==> src/rtl/panel_pkg.sv <==
// Shared types and constants for the LED panel row-scan controller.
package panel_pkg;

  typedef enum logic [2:0] {IDLE, SHIFT, LATCH, DISPLAY, BLANK} scan_state_t;

  localparam int PANEL_COLS      = 32;
  localparam int PANEL_ROW_PAIRS = 8;

  // Bit positions of each colour inside pix_rgb / rgb.
  localparam int RGB_R1 = 5;
  localparam int RGB_G1 = 4;
  localparam int RGB_B1 = 3;
  localparam int RGB_R2 = 2;
  localparam int RGB_G2 = 1;
  localparam int RGB_B2 = 0;

endpackage

==> src/rtl/panel_col_shifter.sv <==
// Column shifter for one row pair: walks the columns in 2-cycle slots, fetches
// pixels and drives rgb/outclk; one trailing slot clocks out the last column.
module panel_col_shifter
  import panel_pkg::*;
#(
  parameter int COLS  = PANEL_COLS,
  parameter int ROW_W = 3
) (
  input  logic                             clk,
  input  logic                             reset,
  input  logic                             start,
  input  logic [ROW_W-1:0]                 row,
  input  logic [5:0]                       pix_rgb,
  output logic                             done,
  output logic [ROW_W+$clog2(COLS)-1:0]    pix_addr,
  output logic [5:0]                       rgb,
  output logic                             outclk
);

  localparam int COL_W = $clog2(COLS);
  localparam int CNT_W = COL_W + 1;
  localparam logic [CNT_W-1:0] LAST = CNT_W'(COLS);

  logic [CNT_W-1:0] col;
  logic             phase;
  logic             busy;

  always_ff @(posedge clk or posedge reset) begin
    if (reset) begin
      col    <= '0;
      phase  <= 1'b0;
      busy   <= 1'b0;
      rgb    <= '0;
      outclk <= 1'b0;
    end else if (start) begin
      col    <= '0;
      phase  <= 1'b0;
      busy   <= 1'b1;
      outclk <= 1'b0;
    end else if (busy) begin
      if (!phase) begin
        phase  <= 1'b1;
        // Slot 0 has no previous column to clock, so no edge there.
        outclk <= (col != '0);
      end else begin
        phase  <= 1'b0;
        outclk <= 1'b0;
        if (col < LAST) rgb <= pix_rgb;
        if (col == LAST) busy <= 1'b0;
        else             col  <= col + 1'b1;
      end
    end
  end

  assign done     = busy && phase && (col == LAST);
  assign pix_addr = {row, col[COL_W-1:0]};

endmodule

==> src/rtl/panel_scan_ctrl.sv <==
// Row-scan sequencer for the 32x16 1/8-scan RGB panel: shift, latch, display, blank.
// Optional PANEL_BRIGHT_EN adds a 4-bit bright input that trims the lit part of DISPLAY.
module panel_scan_ctrl
  import panel_pkg::*;
#(
  parameter int COLS      = PANEL_COLS,
  parameter int ROW_PAIRS = PANEL_ROW_PAIRS,
  parameter int ON_CYC    = 256,
  parameter int BLANK_CYC = 4
) (
  input  logic                                       clk,
  input  logic                                       reset,
`ifdef PANEL_BRIGHT_EN
  input  logic [3:0]                                 bright,
`endif
  input  logic                                       en,
  input  logic                                       mode,
  output logic                                       mode_sel,
  output logic [$clog2(ROW_PAIRS)+$clog2(COLS)-1:0]  pix_addr,
  input  logic [5:0]                                 pix_rgb,
  output logic [5:0]                                 rgb,
  output logic                                       outclk,
  output logic                                       lat,
  output logic                                       oe,
  output logic [$clog2(ROW_PAIRS)-1:0]               abc,
  output logic                                       frame_start
);

  localparam int ROW_W = $clog2(ROW_PAIRS);
  localparam int MAXD  = (ON_CYC > BLANK_CYC) ? ON_CYC : BLANK_CYC;
  localparam int DW    = $clog2(MAXD + 1);
  localparam logic [DW-1:0]    ON_LAST    = DW'(ON_CYC - 1);
  localparam logic [DW-1:0]    BLANK_LAST = DW'(BLANK_CYC - 1);
  localparam logic [ROW_W-1:0] ROW_LAST   = ROW_W'(ROW_PAIRS - 1);

  scan_state_t      state, state_d;
  logic [ROW_W-1:0] row, row_d, abc_d;
  logic [DW-1:0]    dwell, dwell_d;
  logic             lat_d, oe_d, frame_start_d, mode_sel_d;
  logic             shift_start, shift_done;

`ifdef PANEL_BRIGHT_EN
  logic [3:0]    bright_q;
  logic [DW-1:0] on_len;

  function automatic logic [DW-1:0] on_cycles(input logic [3:0] b);
    int unsigned n;
    n = ((int'(b) + 1) * ON_CYC) / 16;
    return DW'(n);
  endfunction

  // The first DISPLAY cycle is decided during LATCH, before bright_q is loaded.
  assign on_len = on_cycles((state == LATCH) ? bright : bright_q);

  always_ff @(posedge clk or posedge reset) begin
    if (reset)               bright_q <= '0;
    else if (state == LATCH) bright_q <= bright;
  end
`endif

  panel_col_shifter #(
    .COLS  (COLS),
    .ROW_W (ROW_W)
  ) u_shifter (
    .clk      (clk),
    .reset    (reset),
    .start    (shift_start),
    .row      (row),
    .pix_rgb  (pix_rgb),
    .done     (shift_done),
    .pix_addr (pix_addr),
    .rgb      (rgb),
    .outclk   (outclk)
  );

  always_comb begin
    state_d       = state;
    row_d         = row;
    dwell_d       = dwell;
    abc_d         = abc;
    lat_d         = 1'b0;
    oe_d          = 1'b1;
    frame_start_d = 1'b0;
    mode_sel_d    = mode_sel;
    shift_start   = 1'b0;
    case (state)
      IDLE: begin
        if (en) begin
          state_d       = SHIFT;
          row_d         = '0;
          shift_start   = 1'b1;
          frame_start_d = 1'b1;
          mode_sel_d    = mode;
        end
      end
      SHIFT: begin
        if (shift_done) begin
          state_d = LATCH;
          lat_d   = 1'b1;
          abc_d   = row;
        end
      end
      LATCH: begin
        state_d = DISPLAY;
        dwell_d = '0;
      end
      DISPLAY: begin
        if (dwell == ON_LAST) begin
          state_d = BLANK;
          dwell_d = '0;
        end else begin
          dwell_d = dwell + 1'b1;
        end
      end
      BLANK: begin
        if (dwell == BLANK_LAST) begin
          dwell_d = '0;
          if (en) begin
            state_d     = SHIFT;
            shift_start = 1'b1;
            row_d       = (row == ROW_LAST) ? '0 : row + 1'b1;
            // Mode only switches between frames so sources never tear.
            if (row == ROW_LAST) begin
              frame_start_d = 1'b1;
              mode_sel_d    = mode;
            end
          end else begin
            state_d = IDLE;
            row_d   = '0;
          end
        end else begin
          dwell_d = dwell + 1'b1;
        end
      end
      default: state_d = IDLE;
    endcase
    if (state_d == DISPLAY) begin
`ifdef PANEL_BRIGHT_EN
      oe_d = (dwell_d >= on_len);
`else
      oe_d = 1'b0;
`endif
    end
  end

  always_ff @(posedge clk or posedge reset) begin
    if (reset) begin
      state       <= IDLE;
      row         <= '0;
      dwell       <= '0;
      abc         <= '0;
      lat         <= 1'b0;
      oe          <= 1'b1;
      frame_start <= 1'b0;
      mode_sel    <= 1'b0;
    end else begin
      state       <= state_d;
      row         <= row_d;
      dwell       <= dwell_d;
      abc         <= abc_d;
      lat         <= lat_d;
      oe          <= oe_d;
      frame_start <= frame_start_d;
      mode_sel    <= mode_sel_d;
    end
  end

endmodule

==> config.mk <==
export PLATFORM = sky130hd
export DESIGN_NAME = panel_scan_ctrl
export DESIGN_NICKNAME = d
export VERILOG_FILES = /design/src/rtl/panel_pkg.sv /design/src/rtl/panel_col_shifter.sv /design/src/rtl/panel_scan_ctrl.sv
export SDC_FILE = /design/constraint.sdc
export NUM_CORES = 1
export LEC_CHECK = 0
export ABC_AREA = 1
export BUFFER_PORTS_ARGS = -buffer_cell sky130_fd_sc_hd__buf_2
export CAP_MARGIN = 40
export CORE_MARGIN = 2
export CORE_UTILIZATION = 60
export DETAILED_ROUTE_END_ITERATION = 6
export PLACE_DENSITY_LB_ADDON = 0.08
export RECOVER_POWER = 25
export SYNTH_ARGS = -nofsm -noshare
export SYNTH_HDL_FRONTEND = slang
export SYNTH_SLANG_ARGS = --single-unit
export TNS_END_PERCENT = 5
==> constraint.sdc <==
create_clock -name clk -period 3.26 [get_ports clk]
set_input_delay 0.326 -clock clk [delete_from_list [all_inputs] [get_ports clk]]
set_output_delay 0.326 -clock clk [all_outputs]
set_load 0.01 [all_outputs]
==> results of run 1 <==
registers in the layout, summed over array words and instances (netlist names), 3 cells and up:
name and count:
dwell 9, row 3, state 3, u_shifter.col 6
u_shifter.rgb 6, abc 3
worst max-delay path: cells and delay by family (launching register included):
family | cells | cell delay, ns
flops | 1 | 0.38
simple gates | 5 | 0.63
compound gates | 1 | 0.34
fa+ha+maj | 2 | 0.38
buf+inv | 1 | 0.07
where the power goes:
part           leakage [nW]  switching (mW)  internal, mW
Combinational         0.755          0.0160        0.0102
Clock                0.0293           0.143        0.0841
Sequential            0.465         0.00171         0.462
placed cells by master, fill, tap and decap left out, drive strengths merged:
| master | instances |
|---|---|
| a21oi | 2 |
| buf | 32 |
| clkbuf | 8 |
| clkinv | 1 |
| dfrtp | 36 |
| dfstp | 1 |
| dlygate4sd3 | 1 |
| ha | 7 |
| inv | 35 |
| nand2 | 69 |
| nand3 | 27 |
| nand3b | 1 |
| nand4 | 5 |
| nor2 | 22 |
| nor3 | 2 |
| o211ai | 3 |
| o21ai | 16 |
| or2 | 1 |
| xor2 | 2 |
routing by layer:
metal / track usage (%) / routed length, um / part of all wire (%)
met5: 0 / 0 / 0
met3: 4.62 / 173 / 4.6
met2: 34.7 / 1650 / 44
met1: 32.9 / 1850 / 50
met4: 8.39 / 55 / 1.5
area by class of cell:
type | instances | area [um2]
clock buffers | 7 | 45.0
clock inverters | 1 | 5.00
fillers | 258 | 890
inverters | 35 | 131
multi-input cells | 157 | 848
flip-flops and latches | 37 | 927
well taps | 44 | 55.1
repair buffers | 34 | 176
stage by stage:
| stage | total power, mW | setup WS, ns | cell area, um2 | cells | util (%) |
|---|---|---|---|---|---|
| after CTS | 0.729 | 1.34 | 2210 | 315 | 71.9 |
| after global routing | 0.751 | 1.13 | 2190 | 315 | 71.1 |
| final | 0.717 | 1.35 | 2190 | 315 | 71.1 |
| after detailed placement | 0.503 | 1.35 | 2150 | 306 | 69.9 |
| after floorplan | 0.486 | 1.59 | 1970 | 236 | - |
| after global placement | 0.499 | 1.46 | 2120 | 305 | 69.0 |
worst paths after layout:
| path | from | endpoint | slack [ns] | cells after the start |
|---|---|---|---|---|
| worst max-delay path | dwell[1] | state[0] | 1.35 | 9 |
| worst min-delay path | mode | mode_sel | 0.20 | 3 |
| worst max register to register | dwell[1] | state[0] | 1.35 | 9 |
| worst min register to register | u_shifter.rgb[4] | u_shifter.rgb[4] | 0.48 | 2 |
| max in group asynchronous | reset | state[2] | 1.54 | 4 |
| min in group asynchronous | reset | u_shifter.rgb[2] | 0.43 | 3 |
cells by family after synthesis:
logic type | after synthesis | synth area share (%)
adders and majority gates | 7 | 4.44
AOI/OAI and AO/OA | 21 | 6.35
and+or+nand+nor | 127 | 31.4
xor gates and xnor gates | 2 | 0.889
DFF | 37 | 47.0
buffers and inverters | 42 | 9.90
==> reports/results.md, run 1 <==
| Stage | Item | This run |
| --- | --- | --- |
| cts | CTS tree | built |
| sta | Setup TNS | 0 ns |
| floorplanning | Die outline height | 61.3 um |
| setup path | Cell with the biggest individual delay on the critical path | sky130_fd_sc_hd__dfrtp_1 |
| setup path | Critical-path cell list | ha_1 > nand3_1 > nor2_1 > nand3_1 > nor2_1 > ha_1 > inv_1 > o21ai_0 > nand3_1 |
| global routing | All-Layer GR Usage | 22.9% |
| run status | Result of the run | finished clean |
| yosys | Async S/R FF share, synth | 100% |
| setup path | Peak per-stage delay on the critical path | 0.38 ns |
| setup path | Cell type with the highest occurrence count on the critical path | sky130_fd_sc_hd__nand3_1 |
| power and ir drop | Pwr dens | 328 mW/mm2 |
| floorplanning | Die area | 0.00376 mm2 |
| cts | Post CTS Setup Buffer Count | 0 |
| sta | Tcrit/Tclk final | 58.5% |
| global routing | Number of global-route vias before repair | 1,420 |
| route | Post-DRT Antenna Nets | 0 |
| yosys | Syn_nets | 253 |
| global routing | Global-route wire length before repair | 6240 um |
| job | Max-cap check violation count | 0 |
| yosys | Synthesis Warnings | 0 |
| route | Initial DRT Pass Iterations | 4 |
| setup path | Worst path required time | 3.47 ns |
| sta | Endpoints failing hold | 0 |
| route | Average via count per standard cell | 5.08 |
| floorplanning | Number of placement rows | 20 |
| cts | Total of cells resized after clock tree synthesis | 0 |
| cells and area | Area Growth Syn to Fin | 11.0% |
| yosys | Number of cells produced by synthesis | 236 |
| hold path | Min-delay worst type | input pin to flop |
| setup path | Crit start category | flop |
| power and ir drop | Leakage power of the design | 1.25 nW |
| global routing | Total gr overflow | 0 |
| global routing | Antenna violations before repair | 0 |
| placed design | Placer congestion estimate | 0.844 |
| cells and area | Ant. Diodes | 0 |
| yosys | Leading post-synthesis cells by cell area | sky130_fd_sc_hd__dfrtp_1 (46%), sky130_fd_sc_hd__nand2_1 (11%), sky130_fd_sc_hd__nand3_1 (6.3%) |
| yosys | Synth unique cells | 29 |
| sta | Tightest hold margin | 0.195 ns |
| yosys | Avg Inst Size Synth | 8.35 um2 |
| yosys | Most instantiated library cell after synthesis | sky130_fd_sc_hd__nand2_1 |
| yosys | Post-synthesis sequential element count | 37 |
| sta | RSZ-0062 raised after global routing | false |
| setup path | Category of the critical setup timing path | flop to flop |
| yosys | Top-area cell type share of the netlist area | 45.7% |
| setup path | Maximum fanout encountered on the critical timing path | 3 |
| placed design | Detailed-placement wirelength estimate | 2830 um |
| setup path | Data arrival at the endpoint of the critical path | 2.12 ns |
| placed design | PortBufs | 31 |
| cells and area | Proportion of layout cells with a drive suffix above 1 | 24.0% |
| route | Via Count | 1,601 |
| floorplanning | Initial Utilization | 64.0% |
| yosys | Leading area contributor after synthesis | sky130_fd_sc_hd__dfrtp_1 |
| cells and area | Number of nets at the end of the flow | 287 |
| yosys | Count of flip-flops with a built-in enable after synthesis | 0 |
| sta | Clock period minus final worst setup slack | 1.91 ns |
| cts | Worst-Skew Late Latency | 0.33 ns |
| route | Number of DRC markers after the initial detailed-route iteration | 68 |
| cts | Hold Buf Count CTS | 1 |
| power and ir drop | Maximum vdd drop | 239 uV |
| yosys | Most instantiated flip-flop cell in the synthesis netlist | sky130_fd_sc_hd__dfrtp_1 |
| cts | Number of clock sinks seen by CTS | 37 |
| cts | CTS Buf Count | 5 |
| sta | Worst Max-Slew Pin Slew | 1.11 ns |
| global routing | Pin count of the biggest net entering global routing | 24 |
| floorplanning | Die Width | 61.3 um |
| cts | CTS Root Buffer Type | sky130_fd_sc_hd__clkbuf_4 |
| yosys | Cell types with the highest counts after synthesis | sky130_fd_sc_hd__nand2_1 (60), sky130_fd_sc_hd__dfrtp_1 (36), sky130_fd_sc_hd__inv_1 (30) |
| sta | Fmax | 524 MHz |
| yosys | Post-synthesis cell area | 0.00197 mm2 |
| yosys | Share of the yosys chip area belonging to registers | 47.0% |
| sta | Worst Clk Skew | 0.0141 ns |
| sta | Worst slew margin relative to its limit | 26.1% |
| sta | Number of pins exceeding their max-slew limit in the final report | 0 |
| route | Routed wire length | 3720 um |
| cts | CTS H-Tree Depth | 2 |
| floorplanning | Placeable core area | 0.00308 mm2 |
| cts | Maximum clock path buffer count | 2 |
| route | Number of remaining DRC errors | 0 |
| cts | Worst-path clk slew | 0.11 ns |
| floorplanning | Num ports | 32 |
| sta | Final setup viols | 0 |
| route | Routed wire per std cell | 11.8 um |
| setup path | Endpoint type of the worst setup path | flop |
Note: power is estimated with default switching activity, not from simulation.
==> run 2: changes to the inputs <==
--- a/config.mk
+++ b/config.mk
@@ -9,7 +9,7 @@
 export BUFFER_PORTS_ARGS = -buffer_cell sky130_fd_sc_hd__buf_2
 export CAP_MARGIN = 40
 export CORE_MARGIN = 2
-export CORE_UTILIZATION = 60
+export CORE_UTILIZATION = 50
 export DETAILED_ROUTE_END_ITERATION = 6
 export PLACE_DENSITY_LB_ADDON = 0.08
 export RECOVER_POWER = 25
==> constraint.sdc (replaced) <==
create_clock -name clk -period 1.6 [get_ports clk]
set_input_delay 0.16 -clock clk [delete_from_list [all_inputs] [get_ports clk]]
set_output_delay 0.16 -clock clk [all_outputs]
set_load 0.01 [all_outputs]
==> reports/results.md, run 2 (synthesis gave the netlist of run 1 again) <==
| Stage | Item | This run | Change |
| --- | --- | --- | --- |
| run status | Result of the run | finished, violations left | was finished clean |
| run status | Violations in the final reports | setup timing |  |
| floorplanning | Die Width | 66.8 um | was 61.3 um |
| setup path | Endpoint type of the worst setup path | flop | unchanged |
| route | Number of remaining DRC errors | 0 | unchanged |
| sta | Endpoints failing hold | 0 | unchanged |
| floorplanning | Initial Utilization | 53.0% | was 64.0% |
| hold path | Min-delay worst type | input pin to flop | unchanged |
| cts | Worst-Skew Late Latency | 0.30 ns | was 0.33 ns |
| cts | CTS H-Tree Depth | 2 | unchanged |
| setup path | R2R depth | 11 | was 9 |
| placed design | Detailed-placement wirelength estimate | 2750 um | was 2830 um |
| sta | Final setup viols | 28 | was 0 |
| route | Via Count | 1,694 | was 1,601 |
| floorplanning | Num ports | 32 | unchanged |
| floorplanning | Placeable core area | 0.00372 mm2 | was 0.00308 mm2 |
| sta | Clock period minus final worst setup slack | 1.70 ns | was 1.91 ns |
| global routing | Global-route wire length before repair | 6990 um | was 6240 um |
| cts | CTS Buf Count | 5 | unchanged |
| global routing | Antenna violations before repair | 0 | unchanged |
| placed design | PortBufs | 31 | unchanged |
| placed design | Cell count after placement | 319 | was 306 |
| setup path | Crit start category | flop | unchanged |
| route | Initial DRT Pass Iterations | 4 | unchanged |
| cts | CTS Root Buffer Type | sky130_fd_sc_hd__clkbuf_8 | was sky130_fd_sc_hd__clkbuf_4 |
| sta | Setup TNS | -1.15 ns | was 0 ns |
| power and ir drop | Fraction of power consumed by the clock network | 45.9% | was 31.6% |
| sta | Tightest hold margin | 0.0727 ns | was 0.195 ns |
| sta | Worst Max-Slew Pin Slew | 0.913 ns | was 1.11 ns |
| cts | Maximum clock path buffer count | 2 | unchanged |
| floorplanning | Die area | 0.00446 mm2 | was 0.00376 mm2 |
| power and ir drop | Maximum vdd drop | 531 uV | was 239 uV |
| job | Max-cap check violation count | 0 | unchanged |
| power and ir drop | Combinational power share | 2.8% | was 3.7% |
| cts | Number of clock sinks seen by CTS | 37 | unchanged |
| cells and area | Final std cells w/o fill | 335 | was 315 |
| sta | Number of pins exceeding their max-slew limit in the final report | 0 | unchanged |
| global routing | Number of global-route vias before repair | 1,576 | was 1,420 |
| cts | CTS tree | built | unchanged |
| cells and area | Proportion of layout cells with a drive suffix above 1 | 32.1% | was 24.0% |
| sta | RSZ-0062 raised after global routing | true | was false |
| route | Post-DRT Antenna Nets | 0 | unchanged |
| setup path | Category of the critical setup timing path | flop to flop | unchanged |
| cells and area | Commonest non-fill, non-tap cell in the layout | sky130_fd_sc_hd__nand2_1 | unchanged |
| power and ir drop | Power share of the sequential group | 51.4% | was 64.7% |
| hold path | Hold depth | 3 | unchanged |
| cells and area | Number of nets at the end of the flow | 303 | was 287 |
| cts | Worst-path clk slew | 0.07 ns | was 0.11 ns |
| cells and area | Ant. Diodes | 0 | unchanged |
| sta | Worst slew margin relative to its limit | 39.1% | was 26.1% |
| cells and area | Area Growth Syn to Fin | 26.5% | was 11.0% |
| cells and area | Number of flip-flops in the largest register | 9 | unchanged |
| floorplanning | Number of placement rows | 22 | was 20 |
| power and ir drop | Internal power | 1.47 mW | was 0.557 mW |
| placed design | Placer congestion estimate | 0.833 | was 0.844 |
| placed design | Worst setup slack after placement | -0.169 ns | was 1.35 ns |
| sta | Worst Clk Skew | 0.00726 ns | was 0.0141 ns |
| sta | Tcrit/Tclk final | 106% | was 58.5% |
| power and ir drop | Fraction of power spent switching nets | 20.2% | was 22.3% |
| cells and area | Register ranked first by flip-flop count | dwell | unchanged |
| floorplanning | Die outline height | 66.8 um | was 61.3 um |
| global routing | Pin count of the biggest net entering global routing | 38 | was 24 |
| setup path | Worst path required time | 1.77 ns | was 3.47 ns |
| cells and area | Largest registers | dwell x9, u_shifter.col x6, u_shifter.rgb x6 | unchanged |
| route | Average via count per standard cell | 5.06 | was 5.08 |
| power and ir drop | Pwr dens | 739 mW/mm2 | was 328 mW/mm2 |
| cells and area | Commonest cells after routing, fill and taps aside | sky130_fd_sc_hd__nand2_1 (57), sky130_fd_sc_hd__dfrtp_1 (36), sky130_fd_sc_hd__inv_1 (28) | was sky130_fd_sc_hd__nand2_1 (60), sky130_fd_sc_hd__dfrtp_1 (36), sky130_fd_sc_hd__buf_2 (31) |
| sta | Slack of the critical path | -0.100 ns | was 1.35 ns |
| route | Routed wire length | 4190 um | was 3720 um |
| power and ir drop | Net Sw Power | 0.372 mW | was 0.160 mW |
| route | Routed wire per std cell | 12.5 um | was 11.8 um |
| power and ir drop | Leakage power of the design | 1.36 nW | was 1.25 nW |
| global routing | All-Layer GR Usage | 21.2% | was 22.9% |
| setup path | Maximum fanout encountered on the critical timing path | 2 | was 3 |
| setup path | Data arrival at the endpoint of the critical path | 1.87 ns | was 2.12 ns |
| route | Number of DRC markers after the initial detailed-route iteration | 69 | was 68 |
| global routing | Total gr overflow | 0 | unchanged |
| sta | Fmax | 588 MHz | was 524 MHz |
==> run 2: per-stage QoR <==
| step | cell area [um2] | power, mW | util (%) |
|---|---|---|---|
| after floorplan | 1970 | 0.990 | - |
| after global placement | 2220 | 1.02 | 59.7 |
| after detailed placement | 2220 | 1.02 | 59.7 |
| after CTS | 2430 | 1.86 | 65.5 |
| after global routing | 2490 | 1.91 | 67.1 |
| final | 2490 | 1.84 | 67.1 |
==> run 2: what timing repair did <==
item / 4_1_cts / 5_1_grt
hold endpoints to repair: 36 / 0
gates resized for setup: 18 / 12
hold buffers: 1 / 0
buffers inserted: 4 / 3
endpoints found under the setup margin: 10 / 30
pin swaps: 6 / 7
==> run 2: per-layer routing <==
| metal | wire, um | track usage (%) | vias up |
|---|---|---|---|
| li1 | - | - | 844 |
| met1 | 1890 | 27.0 | 788 |
| met2 | 1940 | 33.6 | 51 |
| met3 | 243 | 5.91 | 11 |
| met4 | 113 | 9.44 | 0 |
| met5 | 0 | 0 | - |
==> run 2: power by group through the flow <==
| stage | sequential [mW] | combinational, mW | clock (mW) |
|---|---|---|---|
| after floorplan | 0.968 | 0.0213 | 0 |
| after global placement | 0.964 | 0.0525 | 0 |
| after detailed placement | 0.964 | 0.0529 | 0 |
| after CTS | 0.946 | 0.0549 | 0.857 |
| after global routing | 0.947 | 0.0600 | 0.899 |
| final | 0.946 | 0.0507 | 0.845 |
==> run 2: path summary, 6_finish.rpt <==
check	start	slack (ns)	to
hold reg to reg	u_shifter.rgb[4]	0.47	u_shifter.rgb[4]
max in group asynchronous	reset	0.35	abc[0]
hold / removal	mode	0.07	mode_sel
setup reg to reg	dwell[0]	-0.10	dwell[8]
setup / recovery	dwell[0]	-0.10	dwell[8]
min in group asynchronous	reset	0.68	dwell[5]
==> run 2: worst max-delay path, cell delays in order, from the launching register on <==
cell and delay (ns):
sky130_fd_sc_hd__dfrtp_1 0.36, sky130_fd_sc_hd__ha_2 0.22, sky130_fd_sc_hd__nand3_4 0.09, sky130_fd_sc_hd__nor2_4 0.12, sky130_fd_sc_hd__nand3_2 0.12, sky130_fd_sc_hd__nor2_4 0.14, sky130_fd_sc_hd__buf_4 0.13, sky130_fd_sc_hd__buf_6 0.08
sky130_fd_sc_hd__inv_2 0.04, sky130_fd_sc_hd__ha_4 0.14, sky130_fd_sc_hd__nand2_1 0.05, sky130_fd_sc_hd__o211ai_1 0.08
==> run 2: layout make-up <==
class	count	area, um2
Clock buffer	7	86.3
Clock inverter	1	30.0
Fill cell	309	1220
Inverter	35	134
Multi-Input combinational cell	157	941
Sequential cell	37	927
Tap cell	48	60.1
Timing Repair Buffer	50	315
==> run 3: changes to the inputs <==
--- a/config.mk
+++ b/config.mk
@@ -9,7 +9,7 @@
 export BUFFER_PORTS_ARGS = -buffer_cell sky130_fd_sc_hd__buf_2
 export CAP_MARGIN = 40
 export CORE_MARGIN = 2
-export CORE_UTILIZATION = 50
+export CORE_UTILIZATION = 56
 export DETAILED_ROUTE_END_ITERATION = 6
 export PLACE_DENSITY_LB_ADDON = 0.08
 export RECOVER_POWER = 25
==> constraint.sdc (replaced) <==
create_clock -name clk -period 1.7 [get_ports clk]
set_input_delay 0.17 -clock clk [delete_from_list [all_inputs] [get_ports clk]]
set_output_delay 0.17 -clock clk [all_outputs]
set_load 0.01 [all_outputs]
==> reports/results.md, run 3 (synthesis gave the netlist of run 1 again) <==
| Stage | Item | This run | Change |
| --- | --- | --- | --- |
| floorplanning | Num ports | 32 | unchanged |
| placed design | Cell count after placement | 313 | was 319 |
| floorplanning | Initial Utilization | 58.6% | was 53.0% |
| cts | Number of clock sinks seen by CTS | 37 | unchanged |
| route | Post-DRT Antenna Nets | 0 | unchanged |
| sta | Number of pins exceeding their max-slew limit in the final report | 0 | unchanged |
| sta | Worst Max-Slew Pin Slew | 0.894 ns | was 0.913 ns |
| sta | RSZ-0062 raised after global routing | true | unchanged |
| route | Routed wire per std cell | 12.0 um | was 12.5 um |
| route | Number of remaining DRC errors | 0 | unchanged |
| cells and area | Proportion of layout cells with a drive suffix above 1 | 30.8% | was 32.1% |
| cells and area | Number of nets at the end of the flow | 295 | was 303 |
| cts | Worst-Skew Late Latency | 0.34 ns | was 0.30 ns |
| setup path | Endpoint type of the worst setup path | flop | unchanged |
| sta | Final setup viols | 0 | was 28 |
| route | Average via count per standard cell | 4.95 | was 5.06 |
| setup path | Maximum fanout encountered on the critical timing path | 7 | was 2 |
| cells and area | Largest registers | dwell x9, u_shifter.col x6, u_shifter.rgb x6 | unchanged |
| cells and area | Summed area of non-filler cells in the final layout | 0.00235 mm2 | was 0.00249 mm2 |
| cells and area | Number of flip-flops in the largest register | 9 | unchanged |
| global routing | Number of global-route vias before repair | 1,592 | was 1,576 |
| sta | Tcrit/Tclk final | 98.1% | was 106% |
| floorplanning | Die outline height | 63.3 um | was 66.8 um |
| cells and area | Area Growth Syn to Fin | 19.1% | was 26.5% |
| setup path | Worst path required time | 1.94 ns | was 1.77 ns |
| cts | CTS Buf Count | 5 | unchanged |
| global routing | Global-route wire length before repair | 6780 um | was 6990 um |
| hold path | Min-delay worst type | input pin to flop | unchanged |
| route | Via Count | 1,610 | was 1,694 |
| placed design | Area of placed instances | 0.00218 mm2 | was 0.00222 mm2 |
| sta | Worst Clk Skew | 0.00405 ns | was 0.00726 ns |
| power and ir drop | Leakage power of the design | 1.31 nW | was 1.36 nW |
| sta | Setup TNS | 0 ns | was -1.15 ns |
| route | Number of DRC markers after the initial detailed-route iteration | 119 | was 69 |
| cells and area | Final std cells w/o fill | 325 | was 335 |
| floorplanning | Placeable core area | 0.00336 mm2 | was 0.00372 mm2 |
| setup path | Category of the critical setup timing path | flop to flop | unchanged |
| global routing | Total gr overflow | 0 | unchanged |
| cells and area | Commonest cells after routing, fill and taps aside | sky130_fd_sc_hd__nand2_1 (59), sky130_fd_sc_hd__dfrtp_1 (36), sky130_fd_sc_hd__buf_2 (31) | was sky130_fd_sc_hd__nand2_1 (57), sky130_fd_sc_hd__dfrtp_1 (36), sky130_fd_sc_hd__inv_1 (28) |
| setup path | Data arrival at the endpoint of the critical path | 1.91 ns | was 1.87 ns |
| power and ir drop | Maximum vdd drop | 586 uV | was 531 uV |
| setup path | Crit start category | flop | unchanged |
| placed design | Worst setup slack after placement | -0.129 ns | was -0.169 ns |
| placed design | PortBufs | 31 | unchanged |
| cells and area | Commonest non-fill, non-tap cell in the layout | sky130_fd_sc_hd__nand2_1 | unchanged |
| global routing | Pin count of the biggest net entering global routing | 38 | unchanged |
| sta | Slack of the critical path | 0.0317 ns | was -0.100 ns |
| cts | Worst-path clk slew | 0.11 ns | was 0.07 ns |
| power and ir drop | Pwr dens | 591 mW/mm2 | was 739 mW/mm2 |
| sta | Clock period minus final worst setup slack | 1.67 ns | was 1.70 ns |
| power and ir drop | Post-layout total power | 1.39 mW | was 1.84 mW |
| global routing | All-Layer GR Usage | 21.6% | was 21.2% |
| cells and area | Register ranked first by flip-flop count | dwell | unchanged |
| floorplanning | Die Width | 63.3 um | was 66.8 um |
| cts | Maximum clock path buffer count | 2 | unchanged |
| floorplanning | Number of placement rows | 21 | was 22 |
| global routing | Antenna violations before repair | 0 | unchanged |
| route | Initial DRT Pass Iterations | 4 | unchanged |
| placed design | Placer congestion estimate | 0.789 | was 0.833 |
| cts | CTS tree | built | unchanged |
| floorplanning | Die area | 0.00401 mm2 | was 0.00446 mm2 |
| job | Max-cap check violation count | 0 | unchanged |
| sta | Endpoints failing hold | 0 | unchanged |
| route | Routed wire length | 3910 um | was 4190 um |
| sta | Worst slew margin relative to its limit | 40.4% | was 39.1% |
| cells and area | Ant. Diodes | 0 | unchanged |
| run status | Result of the run | finished clean | was finished, violations left |
| cells and area | FF+latch area | 927 um2 | unchanged |
| sta | Fmax | 599 MHz | was 588 MHz |
| cts | CTS Root Buffer Type | sky130_fd_sc_hd__clkbuf_4 | was sky130_fd_sc_hd__clkbuf_8 |
| placed design | Detailed-placement wirelength estimate | 2720 um | was 2750 um |
| cells and area | Final-layout fill cell count | 309 | unchanged |
| cells and area | Multi-input logic area | 923 um2 | was 941 um2 |
| cts | CTS H-Tree Depth | 2 | unchanged |
## run 3: changes by cell type in the layout (fill, tap and decap cells not counted), sizes merged
cell,change
buf,-3
clkinv,+2
clkbuf,-6
bufinv,-1
## run 3: worst paths after layout
check,start,to,slack (ns),depth (start not counted)
worst max-delay path,dwell[0],dwell[1],0.03,11
worst min-delay path,mode,mode_sel,0.04,3
worst max register to register,dwell[0],dwell[1],0.03,11
worst min register to register,u_shifter.rgb[4],u_shifter.rgb[4],0.48,2
max in group asynchronous,reset,row[0],0.52,4
min in group asynchronous,reset,u_shifter.rgb[4],0.63,4
## run 3: worst max-delay path, stage by stage, from the launching register on
cell and delay (ns):
sky130_fd_sc_hd__dfrtp_1 0.38, sky130_fd_sc_hd__ha_2 0.19, sky130_fd_sc_hd__nand3_2 0.11, sky130_fd_sc_hd__nor2_4 0.14, sky130_fd_sc_hd__nand3_4 0.10, sky130_fd_sc_hd__nor2_4 0.14
sky130_fd_sc_hd__ha_4 0.17, sky130_fd_sc_hd__inv_4 0.04, sky130_fd_sc_hd__nand2_4 0.05, sky130_fd_sc_hd__nand2_4 0.08, sky130_fd_sc_hd__o211ai_1 0.10, sky130_fd_sc_hd__nand2_1 0.07
## run 3: area by class of cell
class / count / share of cell area (%)
Clock buffer: 6 / 1.76
Clock inverter: 2 / 0.426
Inverter: 35 / 5.70
Multi-Input combinational cell: 157 / 39.3
Sequential cell: 37 / 39.5
Tap cell: 46 / 2.45
Timing Repair Buffer: 42 / 10.8
## run 3: timing repair
item,4_1_cts,5_1_grt
hold buffers,1,0
gates resized for setup,8,17
buffers inserted,2,2
setup endpoints to repair,10,11
pin swaps,3,11
hold endpoints to repair,36,0
## run 3: stage by stage
step	hold slack (ns)	util (%)
6_report	0.0388	69.8
5_1_grt	0.0405	69.8
4_1_cts	0.0331	67.9
3_5_place_dp	0.306	65.0
3_3_place_gp	0.308	65.0
2_1_floorplan	0.287	-
## run 3: metal layers
metal  track usage (%)  vias up  wire (um)
met3              4.11        5        166
met1              28.1      742       1820
met2              35.8       31       1870
met5                 0        -          0
li1                  -      832          -
met4              8.15        0         48
## run 3: power by group
part	internal [mW]	leakage [nW]	switching, mW
sequential	0.887	0.465	0.00322
combinational	0.0184	0.812	0.0297
clock	0.158	0.0320	0.290
